### src/rtl/bus_arb_pkg.sv
// Shared types and helpers for the round-robin bus arbiter: FSM states, id width and destination extraction.
package bus_arb_pkg;

    typedef enum logic [1:0] {
        IDLE = 2'd0,
        POP  = 2'd1,
        PUSH = 2'd2
    } arb_state_e;

    localparam int ID_W = 8;
    localparam logic [ID_W-1:0] BCAST_ID = 8'hFF;
    localparam int MAX_PKT_W = 256;

    // Caller zero-extends its packet to MAX_PKT_W; the id lives in the top byte of the real width.
    function automatic logic [ID_W-1:0] get_dest(input logic [MAX_PKT_W-1:0] pkt, input int pkt_w);
        return pkt[pkt_w-1 -: ID_W];
    endfunction

endpackage

### src/rtl/rr_grant.sv
// Round-robin pick: first set request at or after the pointer, wrapping; one-hot grant plus its index.
module rr_grant #(
    parameter int N  = 4,
    parameter int IW = (N > 1) ? $clog2(N) : 1
) (
    input  logic [N-1:0]  req_i,
    input  logic [IW-1:0] ptr_i,
    output logic [N-1:0]  gnt_o,
    output logic [IW-1:0] idx_o,
    output logic          vld_o
);

    logic [IW-1:0] cand;

    always_comb begin
        cand  = '0;
        gnt_o = '0;
        idx_o = '0;
        vld_o = 1'b0;
        for (int i = 0; i < N; i++) begin
            cand = (int'(ptr_i) + i >= N) ? IW'(int'(ptr_i) + i - N) : IW'(int'(ptr_i) + i);
            if (!vld_o && req_i[cand]) begin
                vld_o       = 1'b1;
                idx_o       = cand;
                gnt_o[cand] = 1'b1;
            end
        end
    end

endmodule

### src/rtl/bus_rr_arbiter.sv
// Shared-bus arbiter: IDLE picks a driver round-robin, POP dequeues its head, PUSH delivers it to the target(s).
// Define BUS_ARB_DROP_CNT_EN to add the saturating drop_cnt output counting packets with no valid target.
module bus_rr_arbiter
    import bus_arb_pkg::*;
#(
    parameter int              drvrs     = 4,
    parameter int              pckg_sz   = 16,
    parameter logic [ID_W-1:0] broadcast = BCAST_ID
) (
    input  logic                            clk,
    input  logic                            reset,
    input  logic [drvrs-1:0]                pndng,
    input  logic [drvrs-1:0][pckg_sz-1:0]   D_pop,
    output logic [drvrs-1:0]                pop,
    output logic [drvrs-1:0]                push,
    output logic [drvrs-1:0][pckg_sz-1:0]   D_push,
    output logic                            bus_busy
`ifdef BUS_ARB_DROP_CNT_EN
    ,
    output logic [15:0]                     drop_cnt
`endif
);

    localparam int IW = $clog2(drvrs);

    arb_state_e                   state_q;
    logic [IW-1:0]                rr_ptr_q;
    logic [IW-1:0]                gnt_idx_q;
    logic [drvrs-1:0]             pop_q;
    logic [drvrs-1:0]             push_q;
    logic [drvrs-1:0][pckg_sz-1:0] d_push_q;
    logic                         bus_busy_q;

    logic [drvrs-1:0]   gnt_oh_d;
    logic [IW-1:0]      gnt_idx_d;
    logic               gnt_vld_d;
    logic [IW-1:0]      ptr_nxt_d;
    logic [pckg_sz-1:0] pkt_d;
    logic [ID_W-1:0]    dest_d;
    logic [drvrs-1:0]   tgt_mask_d;

    rr_grant #(
        .N  (drvrs),
        .IW (IW)
    ) u_grant (
        .req_i (pndng),
        .ptr_i (rr_ptr_q),
        .gnt_o (gnt_oh_d),
        .idx_o (gnt_idx_d),
        .vld_o (gnt_vld_d)
    );

    assign ptr_nxt_d = (int'(gnt_idx_d) == drvrs - 1) ? '0 : gnt_idx_d + 1'b1;

    // The granted FIFO head is stable throughout POP; it is sampled on the edge that leaves POP.
    assign pkt_d  = D_pop[gnt_idx_q];
    assign dest_d = get_dest(MAX_PKT_W'(pkt_d), pckg_sz);

    always_comb begin
        tgt_mask_d = '0;
        if (32'(dest_d) < drvrs) begin
            if (dest_d[IW-1:0] != gnt_idx_q) begin
                tgt_mask_d[dest_d[IW-1:0]] = 1'b1;
            end
        end else if (dest_d == broadcast) begin
            tgt_mask_d            = '1;
            tgt_mask_d[gnt_idx_q] = 1'b0;
        end
    end

    always_ff @(posedge clk) begin
        if (!reset) begin
            state_q    <= IDLE;
            rr_ptr_q   <= '0;
            gnt_idx_q  <= '0;
            pop_q      <= '0;
            push_q     <= '0;
            d_push_q   <= '0;
            bus_busy_q <= 1'b0;
        end else begin
            case (state_q)
                IDLE: begin
                    if (gnt_vld_d) begin
                        state_q    <= POP;
                        pop_q      <= gnt_oh_d;
                        gnt_idx_q  <= gnt_idx_d;
                        rr_ptr_q   <= ptr_nxt_d;
                        bus_busy_q <= 1'b1;
                    end
                end
                POP: begin
                    state_q <= PUSH;
                    pop_q   <= '0;
                    push_q  <= tgt_mask_d;
                    for (int i = 0; i < drvrs; i++) begin
                        if (tgt_mask_d[i]) begin
                            d_push_q[i] <= pkt_d;
                        end
                    end
                end
                PUSH: begin
                    state_q    <= IDLE;
                    push_q     <= '0;
                    bus_busy_q <= 1'b0;
                end
                default: begin
                    state_q    <= IDLE;
                    pop_q      <= '0;
                    push_q     <= '0;
                    bus_busy_q <= 1'b0;
                end
            endcase
        end
    end

`ifdef BUS_ARB_DROP_CNT_EN
    logic [15:0] drop_cnt_q;

    always_ff @(posedge clk) begin
        if (!reset) begin
            drop_cnt_q <= '0;
        end else if (state_q == POP && tgt_mask_d == '0 && drop_cnt_q != 16'hFFFF) begin
            drop_cnt_q <= drop_cnt_q + 16'd1;
        end
    end

    assign drop_cnt = drop_cnt_q;
`endif

    assign pop      = pop_q;
    assign push     = push_q;
    assign D_push   = d_push_q;
    assign bus_busy = bus_busy_q;

endmodule

### config.mk
export PLATFORM = sky130hd
export DESIGN_NAME = bus_rr_arbiter
export DESIGN_NICKNAME = d
export VERILOG_FILES = /design/src/rtl/bus_arb_pkg.sv /design/src/rtl/rr_grant.sv /design/src/rtl/bus_rr_arbiter.sv
export SDC_FILE = /design/constraint.sdc
export NUM_CORES = 1
export LEC_CHECK = 0
export ABC_AREA = 1
export CAP_MARGIN = 20
export CORE_UTILIZATION = 50
export DETAILED_ROUTE_END_ITERATION = 10
export GPL_ROUTABILITY_DRIVEN = 0
export GPL_TIMING_DRIVEN = 0
export PLACE_DENSITY = 0.87
export REMOVE_ABC_BUFFERS = 1
export SYNTH_ARGS = -nofsm -noshare
export SYNTH_HDL_FRONTEND = slang
export SYNTH_HIERARCHICAL = 1
export SYNTH_SLANG_ARGS = --single-unit
### constraint.sdc
create_clock -name clk -period 3.8 [get_ports clk]
set_input_delay 0.76 -clock clk [delete_from_list [all_inputs] [get_ports clk]]
set_output_delay 0.76 -clock clk [all_outputs]
set_load 0.01 [all_outputs]
==> Implementation_results.wiki, run 1 <==
{| class="wikitable"
! Metric !! Value
|-
| Outcome || complete, no violations
|-
| Clock Sinks || 79
|-
| Synth Instances || 701
|-
| Period utilisation layout || 89.0%
|-
| Shortest period the worst path allows || 3.38 ns
|-
| Number of nets at the end of the flow || 906
|-
| Sequence of cells on the critical path || inv_2, nand2_1, nand2_1, nor2_2, nand3_1, nand2_2, nand3_2, nand2_1, inv_1, nor2_1
|-
| Fmax achieved || 296 MHz
|-
| Yosys cell types || 27
|-
| Clock latency reported for the late side of the worst-skew pair || 0.36 ns
|-
| Ratio of routed vias to standard cells || 5.12
|-
| Max-capacitance violation count || 0
|-
| Category of the worst setup path capture point || flip-flop
|-
| Number of antenna cells inserted || 0
|-
| Area of the core || 0.00838 mm^2
|-
| Number of antenna violations at the first check in global routing || 0
|-
| Maximum number of pins on one net before global-route repair || 41
|-
| Antenna-violating nets left || 0
|-
| Setup Fix Bufs, Post-CTS || 0
|-
| Worst Path Arrival || 3.67 ns
|-
| Final Max Slew Viols || 0
|-
| Actual transition at the worst max-transition pin || 0.953 ns
|-
| Violation count after the first detailed-routing iteration || 311
|-
| Total internal power || 1720 uW
|-
| Count of endpoints failing hold in the final timing report || 0
|-
| Routed Wire Length || 12400 um
|-
| CP max stage delay || 0.95 ns
|-
| Switching Share || 43.0%
|-
| Synth-to-layout area growth || 37.0%
|-
| Iteration count of the initial detailed-routing pass || 5
|-
| First-pass GRT wire length || 19800 um
|-
| Avg Synthesized Cell Area || 6.33 um^2
|-
| Total half-perimeter wirelength after legalization and detailed placement || 9220 um
|-
| Die span in x || 96.2 um
|-
| Std-Cell Rows || 33
|-
| Cell leakage power || 0.00274 uW
|-
| Fraction of final layout cells sized beyond drive strength 1 || 5.99%
|-
| Die Area || 0.00925 mm^2
|-
| Power, Total || 3020 uW
|-
| Required arrival time at the worst endpoint || 4.09 ns
|-
| Clock skew after layout || 0.00961 ns
|-
| Starting Density || 52.9%
|-
| Post-synthesis register bit count || 79
|-
| Clock tree from TritonCTS || yes
|-
| Detailed-route wire length per cell || 13.2 um
|-
| Crit-path slowest cell || sky130_fd_sc_hd__dfxtp_1
|-
| Most common cell type on the critical path || sky130_fd_sc_hd__nand2_1
|-
| Core utilization of the finished layout || 72.5%
|-
| Count of input and output buffers || 142
|-
| Worst Hold Slack || 0.453 ns
|-
| Aggregate global-route resource usage || 27.4%
|-
| Slew headroom || 36.4%
|-
| Switching power || 1300 uW
|-
| Root Driver || sky130_fd_sc_hd__clkbuf_8
|-
| Power density over the cells || 497 mW/mm^2
|-
| Sum of overflow across all layers after global routing || 0
|-
| Number of global-route vias before repair || 4459
|-
| Peak ir drop on the vdd network || 0.243 mV
|-
| Number of levels the H-tree was split into || 3
|-
| Max Fanout on Critical Path || 40
|-
| I/O pins || 143
|-
| Maximum clock insertion buffer count || 2
|-
| Setup repair after global routing missed its margin || no
|-
| Total Negative Setup Slacks || 0 ns
|-
| Clk network pwr share || 23.2%
|-
| Nature of the critical path startpoint || flip-flop
|-
| Startpoint-to-endpoint class of the critical path || reg2reg
|-
| Final setup violation count || 0
|-
| Sequential share of power || 33.4%
|-
| Cells after DPL || 924
|-
| Count of warnings emitted by yosys || 6
|-
| DRC violation count after routing || 0
|-
| Total clock buffers created by CTS || 9
|-
| Final instance count without filler cells || 940
|-
| Height of the chip || 96.2 um
|-
| Vias after detailed routing || 4810
|-
| Part of the Yosys area used for sequential elements || 35.7%
|-
| Min-Delay Path Class || reg2reg
|-
| Post-synth design cell area || 0.00443 mm^2
|-
| Clock transition at the registers of the reported paths || 0.08 ns
|-
| Logic gate share of total power || 43.5%
|}
## state kept, by name (all words and copies together), names as in the netlist
signal	count
state_q	2
pop	4
gnt_idx_q	2
bus_busy	1
rr_ptr_q	2
D_push	64
push	4
## final timing paths
check,startpoint,to,slack (ns),cells past startpoint
worst max-delay path,gnt_idx_q[1],D_push[52],0.42,10
worst min-delay path,D_push[57],D_push[57],0.45,2
worst max register to register,gnt_idx_q[1],D_push[52],0.42,10
worst min register to register,D_push[57],D_push[57],0.45,2
## synth_stat cells
cell type / number / share of area (%)
sky130_fd_sc_hd__a22oi_1: 6 / 1.0
sky130_fd_sc_hd__nand4_1: 43 / 6.1
sky130_fd_sc_hd__buf_1: 3 / 0.25
sky130_fd_sc_hd__nor2_1: 74 / 6.3
sky130_fd_sc_hd__clkbuf_1: 3 / 0.25
sky130_fd_sc_hd__o41ai_1: 1 / 0.20
sky130_fd_sc_hd__nand2_2: 11 / 1.6
sky130_fd_sc_hd__nand3_2: 7 / 1.6
sky130_fd_sc_hd__nand2_1: 223 / 19
sky130_fd_sc_hd__dfxtp_1: 79 / 36
sky130_fd_sc_hd__a21boi_0: 4 / 0.68
sky130_fd_sc_hd__nand3_4: 2 / 0.79
sky130_fd_sc_hd__clkinv_1: 3 / 0.25
sky130_fd_sc_hd__a221oi_1: 2 / 0.40
sky130_fd_sc_hd__inv_1: 134 / 11
sky130_fd_sc_hd__nor2_2: 5 / 0.71
sky130_fd_sc_hd__nand3_1: 34 / 3.8
sky130_fd_sc_hd__a21oi_1: 27 / 3.0
sky130_fd_sc_hd__o21ai_0: 3 / 0.34
sky130_fd_sc_hd__buf_6: 4 / 1.0
sky130_fd_sc_hd__ha_1: 6 / 1.7
sky130_fd_sc_hd__buf_4: 7 / 1.2
sky130_fd_sc_hd__nand2_4: 1 / 0.25
sky130_fd_sc_hd__inv_2: 5 / 0.42
sky130_fd_sc_hd__a32o_1: 4 / 0.90
sky130_fd_sc_hd__buf_2: 8 / 0.90
sky130_fd_sc_hd__nor2_4: 2 / 0.51
## logic make-up (layout without fill, tap and decap cells)
family	after synthesis	count (layout)	synth area share [%]
AO/OA/AOI/OAI	47	47	6.57
adder cells (fa/ha/maj)	6	6	1.69
buffers and inverters	167	301	15.6
flip-flops	79	79	35.7
AND/OR/NAND/NOR	402	402	40.4
## per-layer routing
| layer | routed length [um] | global-route usage, % |
|---|---|---|
| met1 | 4990 | 30.8 |
| met2 | 6340 | 49.9 |
| met3 | 810 | 5.85 |
| met4 | 254 | 10.8 |
| met5 | 0 | 0 |
## power by group through the flow
stage               Sequential, uW  Clock, uW  Combinational (uW)
global route                  1020        738                1440
global placement              1020          0                1220
CTS                           1000        701                1280
detailed placement            1020          0                1280
floorplan                     1020          0                 838
finish                        1010        699                1310
## metrics by stage
step	area [um^2]	worst slack [ns]
3_5_place_dp	5850	0.225
5_1_grt	6080	0.119
3_3_place_gp	5830	0.390
6_report	6080	0.417
2_1_floorplan	4270	1.07
4_1_cts	6070	0.169
## critical path: cells and delay by family (launching register included)
| family | cells | cell delay (ns) |
|---|---|---|
| buffers and inverters | 2 | 0.37 |
| DFF | 1 | 0.95 |
| and+or+nand+nor | 8 | 1.98 |
## cell usage in the layout (no fill, tap or decap), types with 9 or more instances in the layout
| master | Yosys | routed |
|---|---|---|
| sky130_fd_sc_hd__inv_1 | 134 | 134 |
| sky130_fd_sc_hd__clkdlybuf4s50_1 | 0 | 142 |
| sky130_fd_sc_hd__dfxtp_1 | 79 | 78 |
| sky130_fd_sc_hd__a21oi_1 | 27 | 27 |
| sky130_fd_sc_hd__nor2_1 | 74 | 74 |
| sky130_fd_sc_hd__nand2_1 | 223 | 223 |
| sky130_fd_sc_hd__nand3_1 | 34 | 34 |
| sky130_fd_sc_hd__clkbuf_8 | 0 | 9 |
| sky130_fd_sc_hd__nand2_2 | 11 | 11 |
| sky130_fd_sc_hd__nand4_1 | 43 | 43 |
## cell type report
type | instances | area, um^2
inverter | 142 | 533
clock inverter | 6 | 92.6
clock buffer | 10 | 128
timing repair buffer | 143 | 1450
fill | 680 | 2310
tap | 105 | 131
multi-input combinational | 455 | 2160
sequential | 79 | 1580
## repair_timing
action,CTS,global route
hold buffers,0,0
endpoints found under the setup margin,0,52
gates resized for setup,0,1
Note: power is estimated with default switching activity, not from simulation.
==> inputs of run 2 (changes only) <==
--- a/config.mk
+++ b/config.mk
@@ -12,6 +12,7 @@
 export GPL_ROUTABILITY_DRIVEN = 0
 export GPL_TIMING_DRIVEN = 0
 export PLACE_DENSITY = 0.87
+export RECOVER_POWER = 100
 export REMOVE_ABC_BUFFERS = 1
 export SYNTH_ARGS = -nofsm -noshare
 export SYNTH_HDL_FRONTEND = slang
==> run 2 against run 1 <==
- hold slack worse by 0.0032 ns
- wire length down 0.67%
- non-clock buffer count unchanged
- die area unchanged
- critical endpoint is now D_push[55]
- worst setup slack better by 0.063 ns
==> Implementation_results.wiki, run 2 (synthesis gave the netlist of run 1 again) <==
{| class="wikitable"
! Metric !! Value
|-
| Nature of the critical path startpoint || flip-flop (unchanged)
|-
| Starting Density || 52.9% (unchanged)
|-
| Top library cells by usage in the layout, fill and taps aside || 225 x sky130_fd_sc_hd__nand2_1, 135 x sky130_fd_sc_hd__inv_1, 78 x sky130_fd_sc_hd__dfxtp_1 (was 223 x sky130_fd_sc_hd__nand2_1, 142 x sky130_fd_sc_hd__clkdlybuf4s50_1, 134 x sky130_fd_sc_hd__inv_1)
|-
| Routed Wire Length || 12300 um (was 12400 um)
|-
| Number of cells on the worst reg-to-reg path || 10 (unchanged)
|-
| Cell leakage power || 0.00300 uW (was 0.00274 uW)
|-
| Sequence of cells on the critical path || inv_2, nand2_1, nand2_1, nor2_2, nand3_1, nand2_2, nand3_2, nand2_1, inv_1, nor2_1 (unchanged)
|-
| Fmax achieved || 301 MHz (was 296 MHz)
|-
| Core utilization of the finished layout || 72.2% (was 72.5%)
|-
| Total internal power || 1700 uW (was 1720 uW)
|-
| Number of antenna cells inserted || 0 (unchanged)
|-
| Most common cell type on the critical path || sky130_fd_sc_hd__nand2_1 (unchanged)
|-
| Ratio of routed vias to standard cells || 5.13 (was 5.12)
|-
| Peak ir drop on the vdd network || 0.241 mV (was 0.243 mV)
|-
| Aggregate global-route resource usage || 27.4% (unchanged)
|-
| Height of the chip || 96.2 um (unchanged)
|-
| Required arrival time at the worst endpoint || 4.09 ns (about the same)
|-
| Setup repair after global routing missed its margin || no (unchanged)
|-
| Power, Total || 2980 uW (was 3020 uW)
|-
| Power density over the cells || 492 mW/mm^2 (was 497 mW/mm^2)
|-
| First-pass GRT wire length || 19800 um (unchanged)
|-
| Worst setup slack before clock tree synthesis || 0.225 ns (unchanged)
|-
| Maximum clock insertion buffer count || 2 (unchanged)
|-
| Hold-fix buffers at CTS || 0 (unchanged)
|-
| CP max stage delay || 0.94 ns (was 0.95 ns)
|-
| Logic gate share of total power || 42.9% (was 43.5%)
|-
| Total Negative Setup Slacks || 0 ns (unchanged)
|-
| Hold path depth || 2 (unchanged)
|-
| Number of levels the H-tree was split into || 3 (unchanged)
|-
| Count of endpoints failing hold in the final timing report || 0 (unchanged)
|-
| Iteration count of the initial detailed-routing pass || 5 (unchanged)
|-
| Reg2reg end || D_push[55] (was D_push[52])
|-
| Fraction of final layout cells sized beyond drive strength 1 || 5.51% (was 5.99%)
|-
| Synth-to-layout area growth || 36.6% (was 37.0%)
|-
| Clock tree from TritonCTS || yes (unchanged)
|-
| Min-Delay Path Class || reg2reg (unchanged)
|-
| Count of input and output buffers || 142 (unchanged)
|-
| I/O pins || 143 (unchanged)
|-
| Final worst-path setup slack || 0.480 ns (was 0.417 ns)
|-
| Die Area || 0.00925 mm^2 (unchanged)
|-
| Category of the worst setup path capture point || flip-flop (unchanged)
|-
| Die span in x || 96.2 um (unchanged)
|-
| Sum of overflow across all layers after global routing || 0 (unchanged)
|-
| Reg-to-reg critical path startpoint || gnt_idx_q[1] (unchanged)
|-
| Maximum number of pins on one net before global-route repair || 41 (unchanged)
|-
| Total half-perimeter wirelength after legalization and detailed placement || 9220 um (unchanged)
|-
| Most common cell after layout, fill and taps aside || sky130_fd_sc_hd__nand2_1 (unchanged)
|-
| Switching Share || 43.0% (about the same)
|-
| Slew headroom || 37.6% (was 36.4%)
|-
| Sequential share of power || 33.7% (was 33.4%)
|-
| Antenna-violating nets left || 0 (unchanged)
|-
| Final Max Slew Viols || 0 (unchanged)
|-
| Clock skew after layout || 0.0104 ns (was 0.00961 ns)
|-
| Max-capacitance violation count || 0 (unchanged)
|-
| Buffering stage count on the worst path with inverters included || 2 (unchanged)
|-
| Vias after detailed routing || 4820 (was 4810)
|-
| DRC violation count after routing || 0 (unchanged)
|-
| Total non-filler cell area in the finished layout || 0.00606 mm^2 (was 0.00608 mm^2)
|-
| Amount of wire on met3 after detailed routing || 765 um (was 810 um)
|-
| Cell family contributing the most delay on the critical path || simple AND/OR/NAND/NOR gates (unchanged)
|-
| Outcome || complete, no violations (unchanged)
|-
| Startpoint-to-endpoint class of the critical path || reg2reg (unchanged)
|-
| Clock latency reported for the late side of the worst-skew pair || 0.36 ns (about the same)
|-
| Switching power || 1280 uW (was 1300 uW)
|-
| Length of routed met2 wiring || 6270 um (was 6340 um)
|-
| Crit-path slowest cell || sky130_fd_sc_hd__dfxtp_1 (unchanged)
|-
| Period utilisation layout || 87.4% (was 89.0%)
|-
| Total clock buffers created by CTS || 9 (unchanged)
|-
| Hold path start || D_push[57] (unchanged)
|-
| Std-Cell Rows || 33 (unchanged)
|-
| Dpl cell area || 0.00585 mm^2 (unchanged)
|-
| Highest metal used || met4 (unchanged)
|-
| Clock transition at the registers of the reported paths || 0.08 ns (about the same)
|-
| Detailed-route wire length per cell || 13.1 um (was 13.2 um)
|-
| Final setup violation count || 0 (unchanged)
|-
| Clk network pwr share || 23.4% (was 23.2%)
|-
| Worst Path Arrival || 3.61 ns (was 3.67 ns)
|-
| Root Driver || sky130_fd_sc_hd__clkbuf_8 (unchanged)
|-
| Max Fanout on Critical Path || 40 (unchanged)
|-
| Number of nets at the end of the flow || 906 (unchanged)
|-
| Flip-flop count of the largest register, all copies and words added || 64 (unchanged)
|-
| Number of antenna violations at the first check in global routing || 0 (unchanged)
|-
| Area of the core || 0.00838 mm^2 (unchanged)
|-
| Violation count after the first detailed-routing iteration || 300 (was 311)
|-
| Number of global-route vias before repair || 4459 (unchanged)
|-
| Shortest period the worst path allows || 3.32 ns (was 3.38 ns)
|-
| Worst min-delay path endpoint || D_push[57] (unchanged)
|-
| Flop2flop setup slack || 0.48 ns (was 0.42 ns)
|-
| Clock Sinks || 79 (unchanged)
|-
| Actual transition at the worst max-transition pin || 0.934 ns (was 0.953 ns)
|-
| Metal-1 WL || 5000 um (was 4990 um)
|}
run 2: cell types whose count changed in the layout (fill, tap and decap cells not counted), sizes merged:
cell	before	now
clkdlybuf4s50	142	68
dlygate4sd3	0	74
run 2: final cells by class:
type	count	area, um^2
clock buffer	10	128
inverter	142	533
fill	686	2330
multi-input combinational	455	2140
sequential	79	1580
tap	105	131
timing repair buffer	143	1450
clock inverter	6	92.6
run 2: worst max-delay path by stage:
stage	startpoint	to	slack, ns	cells past startpoint
floorplan	gnt_idx_q[0]	D_push[25]	1.07	12
global placement	gnt_idx_q[0]	D_push[27]	0.39	12
detailed placement	gnt_idx_q[0]	D_push[52]	0.22	12
CTS	gnt_idx_q[0]	D_push[52]	0.17	12
global route	gnt_idx_q[1]	D_push[54]	0.14	10
finish	gnt_idx_q[1]	D_push[55]	0.48	10
run 2: worst min-delay path, stage by stage (launching register included):
cell                      delay, ns
sky130_fd_sc_hd__dfxtp_1       0.31
sky130_fd_sc_hd__inv_1         0.05
sky130_fd_sc_hd__a21oi_1       0.05
run 2: power by group through the flow:
stage / Combinational [uW] / Sequential, uW / Clock, uW
detailed placement: 1280 / 1020 / 0
global route: 1410 / 1020 / 738
floorplan: 838 / 1020 / 0
finish: 1280 / 1000 / 697
CTS: 1280 / 1000 / 701
global placement: 1220 / 1020 / 0
run 2: repair_timing:
action                                  4_1_cts  5_1_grt
gates resized for setup                       0        1
endpoints found under the hold margin         0        0
setup buffers                                 0        0
endpoints found under the setup margin        0       52
run 2: through the flow:
stage	instances	hold WS, ns
6_report	940	0.450
5_1_grt	940	0.480
4_1_cts	940	0.459
3_5_place_dp	924	0.447
3_3_place_gp	923	0.447
2_1_floorplan	676	0.474
run 2: per-layer routing:
metal  global-route usage [%]  vias to the layer above
met5                        0                        -
met4                     10.8                        0
met3                     5.85                       34
met2                     49.9                      189
met1                     30.8                     2191
li1                         -                     2406
